[src/rtl/lampFPU_pkg.sv]
// Shared lampFPU definitions: float width, log-requester FSM states and the
// bfloat16 operand classifier.
package lampFPU_pkg;

  localparam int LAMP_FLOAT_DW   = 16;
  localparam int LAMP_FLOAT_E_DW = 8;
  localparam int LAMP_FLOAT_F_DW = 7;

  typedef enum logic [1:0] {IDLE, BUSY, DONE} lamp_log_req_state_t;

  // Returns {isZ, isInf, isSNAN, isQNAN}; subnormals fold into isZ.
  function automatic logic [3:0] lampFPU_classify(
    input logic [LAMP_FLOAT_E_DW-1:0] e,
    input logic [LAMP_FLOAT_F_DW-1:0] f
  );
    logic eMax;
    eMax = &e;
    return {e == '0, eMax && (f == '0), eMax && (f != '0) && !f[6], eMax && f[6]};
  endfunction

endpackage

[src/rtl/lamp_fpu_rr_arbiter.sv]
// Round-robin arbiter: grants the first request at or after ptr, wrapping,
// and returns the pointer to use after that grant. Purely combinational.
module lamp_fpu_rr_arbiter #(
  parameter int N_REQ = 4,
  parameter int TAG_W = $clog2(N_REQ)
) (
  input  logic [N_REQ-1:0] req,
  input  logic [TAG_W-1:0] ptr,
  output logic [N_REQ-1:0] grant,
  output logic [TAG_W-1:0] grantIdx,
  output logic             grantValid,
  output logic [TAG_W-1:0] nextPtr
);

  always_comb begin
    int idx;
    logic [TAG_W-1:0] idxT;
    grant      = '0;
    grantIdx   = '0;
    grantValid = 1'b0;
    nextPtr    = ptr;
    idx        = 0;
    idxT       = '0;
    for (int i = 0; i < N_REQ; i++) begin
      idx = int'(ptr) + i;
      if (idx >= N_REQ) idx = idx - N_REQ;
      idxT = TAG_W'(idx);
      if (!grantValid && req[idxT]) begin
        grantValid  = 1'b1;
        grant[idxT] = 1'b1;
        grantIdx    = idxT;
        nextPtr     = (idx == N_REQ - 1) ? '0 : TAG_W'(idx + 1);
      end
    end
  end

endmodule

[src/rtl/lamp_fpu_log_arbiter.sv]
// Shares one registered-latency lampFPU log unit among N_REQ requesters:
// classifies and issues operands round-robin, then routes tagged results back.
//
// state | meaning
// IDLE  | nothing owned; eligible for a grant while req_valid_i is high
// BUSY  | operand issued, waiting for its tagged result
// DONE  | result held in the response slot until rsp_ready_i
module lamp_fpu_log_arbiter
  import lampFPU_pkg::*;
#(
  parameter int N_REQ   = 4,
  parameter int LOG_LAT = 1,
  parameter int TAG_W   = $clog2(N_REQ)
) (
  input  logic                       clk,
  input  logic                       rst,
  input  logic [N_REQ-1:0]           req_valid_i,
  output logic [N_REQ-1:0]           req_ready_o,
  input  logic [N_REQ*16-1:0]        req_op_i,
  output logic                       log_do_o,
  output logic                       log_s_o,
  output logic [7:0]                 log_e_o,
  output logic [6:0]                 log_f_o,
  output logic                       log_isZ_o,
  output logic                       log_isInf_o,
  output logic                       log_isSNAN_o,
  output logic                       log_isQNAN_o,
  input  logic                       log_valid_i,
  input  logic                       log_s_i,
  input  logic [7:0]                 log_e_i,
  input  logic [6:0]                 log_f_i,
  input  logic                       log_ovf_i,
  input  logic                       log_unf_i,
  input  logic                       log_rnd_i,
  output logic [N_REQ-1:0]           rsp_valid_o,
  input  logic [N_REQ-1:0]           rsp_ready_i,
  output logic [N_REQ*16-1:0]        rsp_res_o,
  output logic [N_REQ*3-1:0]         rsp_flags_o,
  output logic                       err_o
);

  localparam int BLANK_W = $clog2(LOG_LAT + 1);

  lamp_log_req_state_t state     [N_REQ];
  lamp_log_req_state_t stateNext [N_REQ];

  logic [N_REQ-1:0]                    eligible, grant, resHit;
  logic [TAG_W-1:0]                    rrPtr, rrPtrNext, grantIdx, issueTag;
  logic                                grantValid;
  logic [LAMP_FLOAT_DW-1:0]            grantOp;
  logic [3:0]                          grantCls;
  logic [LOG_LAT-1:0]                  pipeValid;
  logic [LOG_LAT-1:0][TAG_W-1:0]       pipeTag;
  logic                                headValid;
  logic [TAG_W-1:0]                    headTag;
  logic [BLANK_W-1:0]                  blankCnt;
  logic [N_REQ-1:0][LAMP_FLOAT_DW-1:0] resBuf;
  logic [N_REQ-1:0][2:0]               flagBuf;

  always_comb begin
    eligible = '0;
    for (int k = 0; k < N_REQ; k++) eligible[k] = req_valid_i[k] && (state[k] == IDLE);
  end

  lamp_fpu_rr_arbiter #(.N_REQ(N_REQ), .TAG_W(TAG_W)) uArb (
    .req        (eligible),
    .ptr        (rrPtr),
    .grant      (grant),
    .grantIdx   (grantIdx),
    .grantValid (grantValid),
    .nextPtr    (rrPtrNext)
  );

  assign req_ready_o = grant;
  assign grantOp     = req_op_i[int'(grantIdx)*LAMP_FLOAT_DW +: LAMP_FLOAT_DW];
  assign grantCls    = lampFPU_classify(grantOp[14:7], grantOp[6:0]);

  // Operand outputs hold their last value between issues.
  always_ff @(posedge clk or posedge rst) begin
    if (rst) begin
      log_do_o     <= 1'b0;
      log_s_o      <= 1'b0;
      log_e_o      <= '0;
      log_f_o      <= '0;
      log_isZ_o    <= 1'b0;
      log_isInf_o  <= 1'b0;
      log_isSNAN_o <= 1'b0;
      log_isQNAN_o <= 1'b0;
      issueTag     <= '0;
    end else begin
      log_do_o <= grantValid;
      if (grantValid) begin
        {log_s_o, log_e_o, log_f_o} <= grantOp;
        {log_isZ_o, log_isInf_o, log_isSNAN_o, log_isQNAN_o} <= grantCls;
        issueTag <= grantIdx;
      end
    end
  end

  // Entry 0 is loaded as the log unit samples doLog; the head meets log_valid_i.
  always_ff @(posedge clk or posedge rst) begin
    if (rst) begin
      pipeValid <= '0;
      pipeTag   <= '0;
    end else begin
      pipeValid[0] <= log_do_o;
      pipeTag[0]   <= issueTag;
      for (int i = 1; i < LOG_LAT; i++) begin
        pipeValid[i] <= pipeValid[i-1];
        pipeTag[i]   <= pipeTag[i-1];
      end
    end
  end

  assign headValid = pipeValid[LOG_LAT-1];
  assign headTag   = pipeTag[LOG_LAT-1];

  always_comb begin
    resHit = '0;
    for (int k = 0; k < N_REQ; k++) resHit[k] = log_valid_i && headValid && (headTag == TAG_W'(k));
  end

  always_ff @(posedge clk or posedge rst) begin
    if (rst) begin
      for (int k = 0; k < N_REQ; k++) state[k] <= IDLE;
    end else begin
      for (int k = 0; k < N_REQ; k++) state[k] <= stateNext[k];
    end
  end

  always_comb begin
    rsp_valid_o = '0;
    for (int k = 0; k < N_REQ; k++) begin
      stateNext[k] = state[k];
      unique case (state[k])
        IDLE:    if (grant[k])       stateNext[k] = BUSY;
        BUSY:    if (resHit[k])      stateNext[k] = DONE;
        DONE:    if (rsp_ready_i[k]) stateNext[k] = IDLE;
        default:                     stateNext[k] = IDLE;
      endcase
      rsp_valid_o[k] = (state[k] == DONE);
    end
  end

  always_ff @(posedge clk or posedge rst) begin
    if (rst) begin
      resBuf  <= '0;
      flagBuf <= '0;
    end else begin
      for (int k = 0; k < N_REQ; k++) begin
        if (resHit[k]) begin
          resBuf[k]  <= {log_s_i, log_e_i, log_f_i};
          flagBuf[k] <= {log_ovf_i, log_unf_i, log_rnd_i};
        end
      end
    end
  end

  assign rsp_res_o   = resBuf;
  assign rsp_flags_o = flagBuf;

  // blankCnt masks results that were in flight when reset hit the log unit.
  always_ff @(posedge clk or posedge rst) begin
    if (rst) begin
      rrPtr    <= '0;
      blankCnt <= BLANK_W'(LOG_LAT);
      err_o    <= 1'b0;
    end else begin
      if (grantValid) rrPtr <= rrPtrNext;
      if (blankCnt != '0) blankCnt <= blankCnt - BLANK_W'(1);
      if ((blankCnt == '0) && (log_valid_i != headValid)) err_o <= 1'b1;
    end
  end

endmodule

[config.mk]
export PLATFORM = sky130hd
export DESIGN_NAME = lamp_fpu_log_arbiter
export DESIGN_NICKNAME = d
export VERILOG_FILES = /design/src/rtl/lampFPU_pkg.sv /design/src/rtl/lamp_fpu_rr_arbiter.sv /design/src/rtl/lamp_fpu_log_arbiter.sv
export SDC_FILE = /design/constraint.sdc
export NUM_CORES = 1
export LEC_CHECK = 0
export ABC_AREA = 1
export CORE_UTILIZATION = 41
export DETAILED_ROUTE_END_ITERATION = 6
export GPL_ROUTABILITY_DRIVEN = 0
export PLACE_DENSITY = 0.82
export SYNTH_ARGS = -nofsm -noshare
export SYNTH_HDL_FRONTEND = slang
export SYNTH_SLANG_ARGS = --single-unit
export TNS_END_PERCENT = 10
[constraint.sdc]
create_clock -name clk -period 3.25 [get_ports clk]
set_input_delay 0.325 -clock clk [delete_from_list [all_inputs] [get_ports clk]]
set_output_delay 0.325 -clock clk [all_outputs]
set_load 0.02 [all_outputs]
==> out/metrics.cfg <==
[run_status]
status=complete, no violations

[power_and_ir_drop]
intPower_mw=5.59
power.clock.fraction=0.177
p_leak_nw=3.93
pwr-share-seq=0.241
p_per_area_nw_per_um2=1250
switching_share=0.456
p_switching_mw=4.69
vdd_drop_max_v=0.000717
p_total_mw=10.3
p_comb_frac=0.581

[global_routing]
grt_use_total=0.219
grt_pass1_wl_um=24200
grt_max_degree=70
antenna_found_initial=0
overflow=0
use_met2=0.363
grt_pass1_vias=5011
met3_usage=0.0625
gr-usage-met1=0.267
grt-busiest-layer=met2

[sta]
tightestPinTransition_ns=0.712
slew_headroom=0.524
skew_ns=0.0103
tns_ns=0
period_needed_ns=2.98
min_period_over_period=0.917
timing.final.max_slew_violations=0
setup-violations-final=0
finalHoldViolations=0
hold_ws_ns=0.269
setup_slack_ns=0.269
rsz0062_at_grt=no
max_freq_mhz=335

[route]
drt-total-wl_um=14500
route.detailed.drc=0
vias=5184
routed_via_density=4.98
drt_iter0_markers=390
ant_nets=0
post_drt_wl_per_cell_um=13.9
first_pass_iters=5

[min_path]
hp-class=in2async

[clocking]
cts-buffers-inserted=17
root_buffer=clkbuf_16
post_cts_buffers=0
path_clk_slew_ns=0.06
clock_latency_ns=0.40
clock_sinks=114
cts_tree=built
htree_levels=4
clockBufferDepth=2

[critical_path]
cp_slowest_cell=dfrtp_2
cp-end-kind=primary output
r2r_cells=17
worstPathArrival_ns=2.66
startpoint_type=flip-flop
worstSetupPathType=reg2out
critPathMaxFanout=8
slowest_delay_ns=0.46
required_ns=2.92
path_cells=inv_2 -> ha_1 -> inv_1 -> nand3_1 -> nand2_2 -> inv_2 -> nand2_2 -> inv_1 -> a221oi_1 -> o21ai_1 -> dlygate4sd2_1

[floorplanning]
die_h_um=118
die_area_um2=13900
ios=200
die_w_um=118
initial_core_util=0.428
rows=41
fp.coreArea_um2=12800

[final_layout]
syn_to_final_growth_pct=50.0
antenna_cells=0
fin_nets=956
drive_above_1_share=0.0931
fin_area_um2=8240
postLayoutCoreUtil=0.642
layout.cells.non_filler=1042

[logic_synthesis]
ys_seq_area_frac=0.520
ys_dominant_reg_cell=dfrtp_1
synth_cells=657
synth_edf_count=0
syn_area_per_cell_um2=8.36
synth_area_um2=5490
syn_nets=756
synth-seq-cells=114
yosys_warnings=0
async_flop_share=1.00
ys_types=41

[placed_design]
place_ws_ns=0.260
place_hpwl_um=10700
dpl_cell_area_um2=7630
placed_cells=1010
port_buffers=199

[run]
drv_cap=0

[registers in the layout, indices dropped and copies added, names as in the netlist]
signal,count
state,8
rrPtr,2
blankCnt,1
log_do_o,1
rsp_flags_o,12
log_s_o,1
log_f_o,7
log_isSNAN_o,1
rsp_res_o,64
log_isInf_o,1
headValid,1
log_isZ_o,1
err_o,1
log_isQNAN_o,1
headTag,2
issueTag,2
log_e_o,8
[area by class of cell]
class                   count  area, um^2
clock buffers              18         439
well taps                 172         215
fillers                  1027        4590
repair buffers            213        2120
clock inverters            14         156
multi-input cells         449        2210
inverters                  62         246
flip-flops and latches    114        2860
[metal layers]
metal / share of wire / wire (um)
met5: 0 / 0
met2: 0.47 / 6770
met3: 0.086 / 1250
met1: 0.42 / 6100
met4: 0.026 / 383
[critical path, delay by kind of cell, from the launching register on]
family                     cells  cell delay [ns]
and+or+nand+nor                3             0.35
buffers and inverters          5             0.74
AOI/OAI and AO/OA              2             0.39
DFF                            1             0.46
adders and majority gates      1             0.30
[layout by cell type (no fill, tap or decap), drive strengths merged, types with 3 or more instances in the layout]
cell	count
a31oi	7
buf	14
clkbuf	18
clkdlybuf4s50	195
clkinv	7
clkinvlp	4
dfrtp	113
dlymetal6s2s	3
ha	5
inv	63
nand2	212
nand3	65
nand3b	12
nor2	30
nor3	3
o21ai	94
o22ai	3
[power groups by stage]
stage,logic (mW),registers [mW],clock network [mW]
after detailed placement,5.98,2.49,0
final,5.98,2.48,1.82
after global placement,5.87,2.47,0
after global routing,6.65,2.57,1.93
after floorplan,3.40,3.11,0
after CTS,5.99,2.48,1.86
[kinds of logic (layout without fill, tap and decap cells)]
logic type,Yosys count,after routing,share of synthesized area
buffers and inverters,94,307,0.0781
and+or+nand+nor,326,326,0.274
AOI/OAI and AO/OA,117,117,0.117
DFF,114,114,0.520
other,1,1,0.000683
adders and majority gates,5,5,0.0114
[Yosys cell counts, types with 2 or more instances]
| cell | n | area (um^2) |
|---|---|---|
| inv_2 | 2 | 7.51 |
| o22ai_1 | 3 | 18.8 |
| dfrtp_1 | 113 | 2830 |
| nor2_4 | 2 | 22.5 |
| nor3_1 | 3 | 15.0 |
| nand3_1 | 54 | 270 |
| buf_6 | 7 | 78.8 |
| nand2_2 | 5 | 31.3 |
| a31oi_1 | 7 | 43.8 |
| clkbuf_1 | 18 | 67.6 |
| a221oi_1 | 2 | 17.5 |
| or2_2 | 2 | 12.5 |
| ha_1 | 5 | 62.6 |
| nor2_2 | 4 | 25.0 |
| nand3_2 | 10 | 100 |
| o211ai_1 | 2 | 15.0 |
| inv_6 | 2 | 17.5 |
| nand3b_1 | 12 | 90.1 |
| nor2_1 | 24 | 90.1 |
| o21ai_0 | 93 | 465 |
| nand2_1 | 205 | 769 |
| buf_4 | 3 | 22.5 |
| buf_1 | 2 | 7.51 |
| inv_1 | 58 | 218 |
| o2111ai_1 | 2 | 17.5 |
| buf_2 | 2 | 10.0 |
[what timing repair did]
item | in CTS | in global routing
gates resized for setup | 3 | 4
hold buffers | 0 | 0
endpoints found under the setup margin | 4 | 4
hold endpoints to repair | 0 | 0
[path summary, 6_finish.rpt]
kind	start	endpoint	slack, ns
min in group clk	issueTag[1]$_DFFE_PP0N_	headTag[1]$_DFF_PP0_	0.37
max in group asynchronous	rst	rrPtr[1]$_DFFE_PP0P_	2.25
worst max-delay path	rrPtr[1]$_DFFE_PP0P_	req_ready_o[0]	0.27
worst min-delay path	rst	rsp_flags_o[11]$_DFFE_PP0P_	0.27
worst min register to register	issueTag[1]$_DFFE_PP0N_	headTag[1]$_DFF_PP0_	0.37
worst max register to register	rrPtr[1]$_DFFE_PP0P_	log_isSNAN_o$_DFFE_PP0N_	0.37
Note: power is estimated with default switching activity, not from simulation.
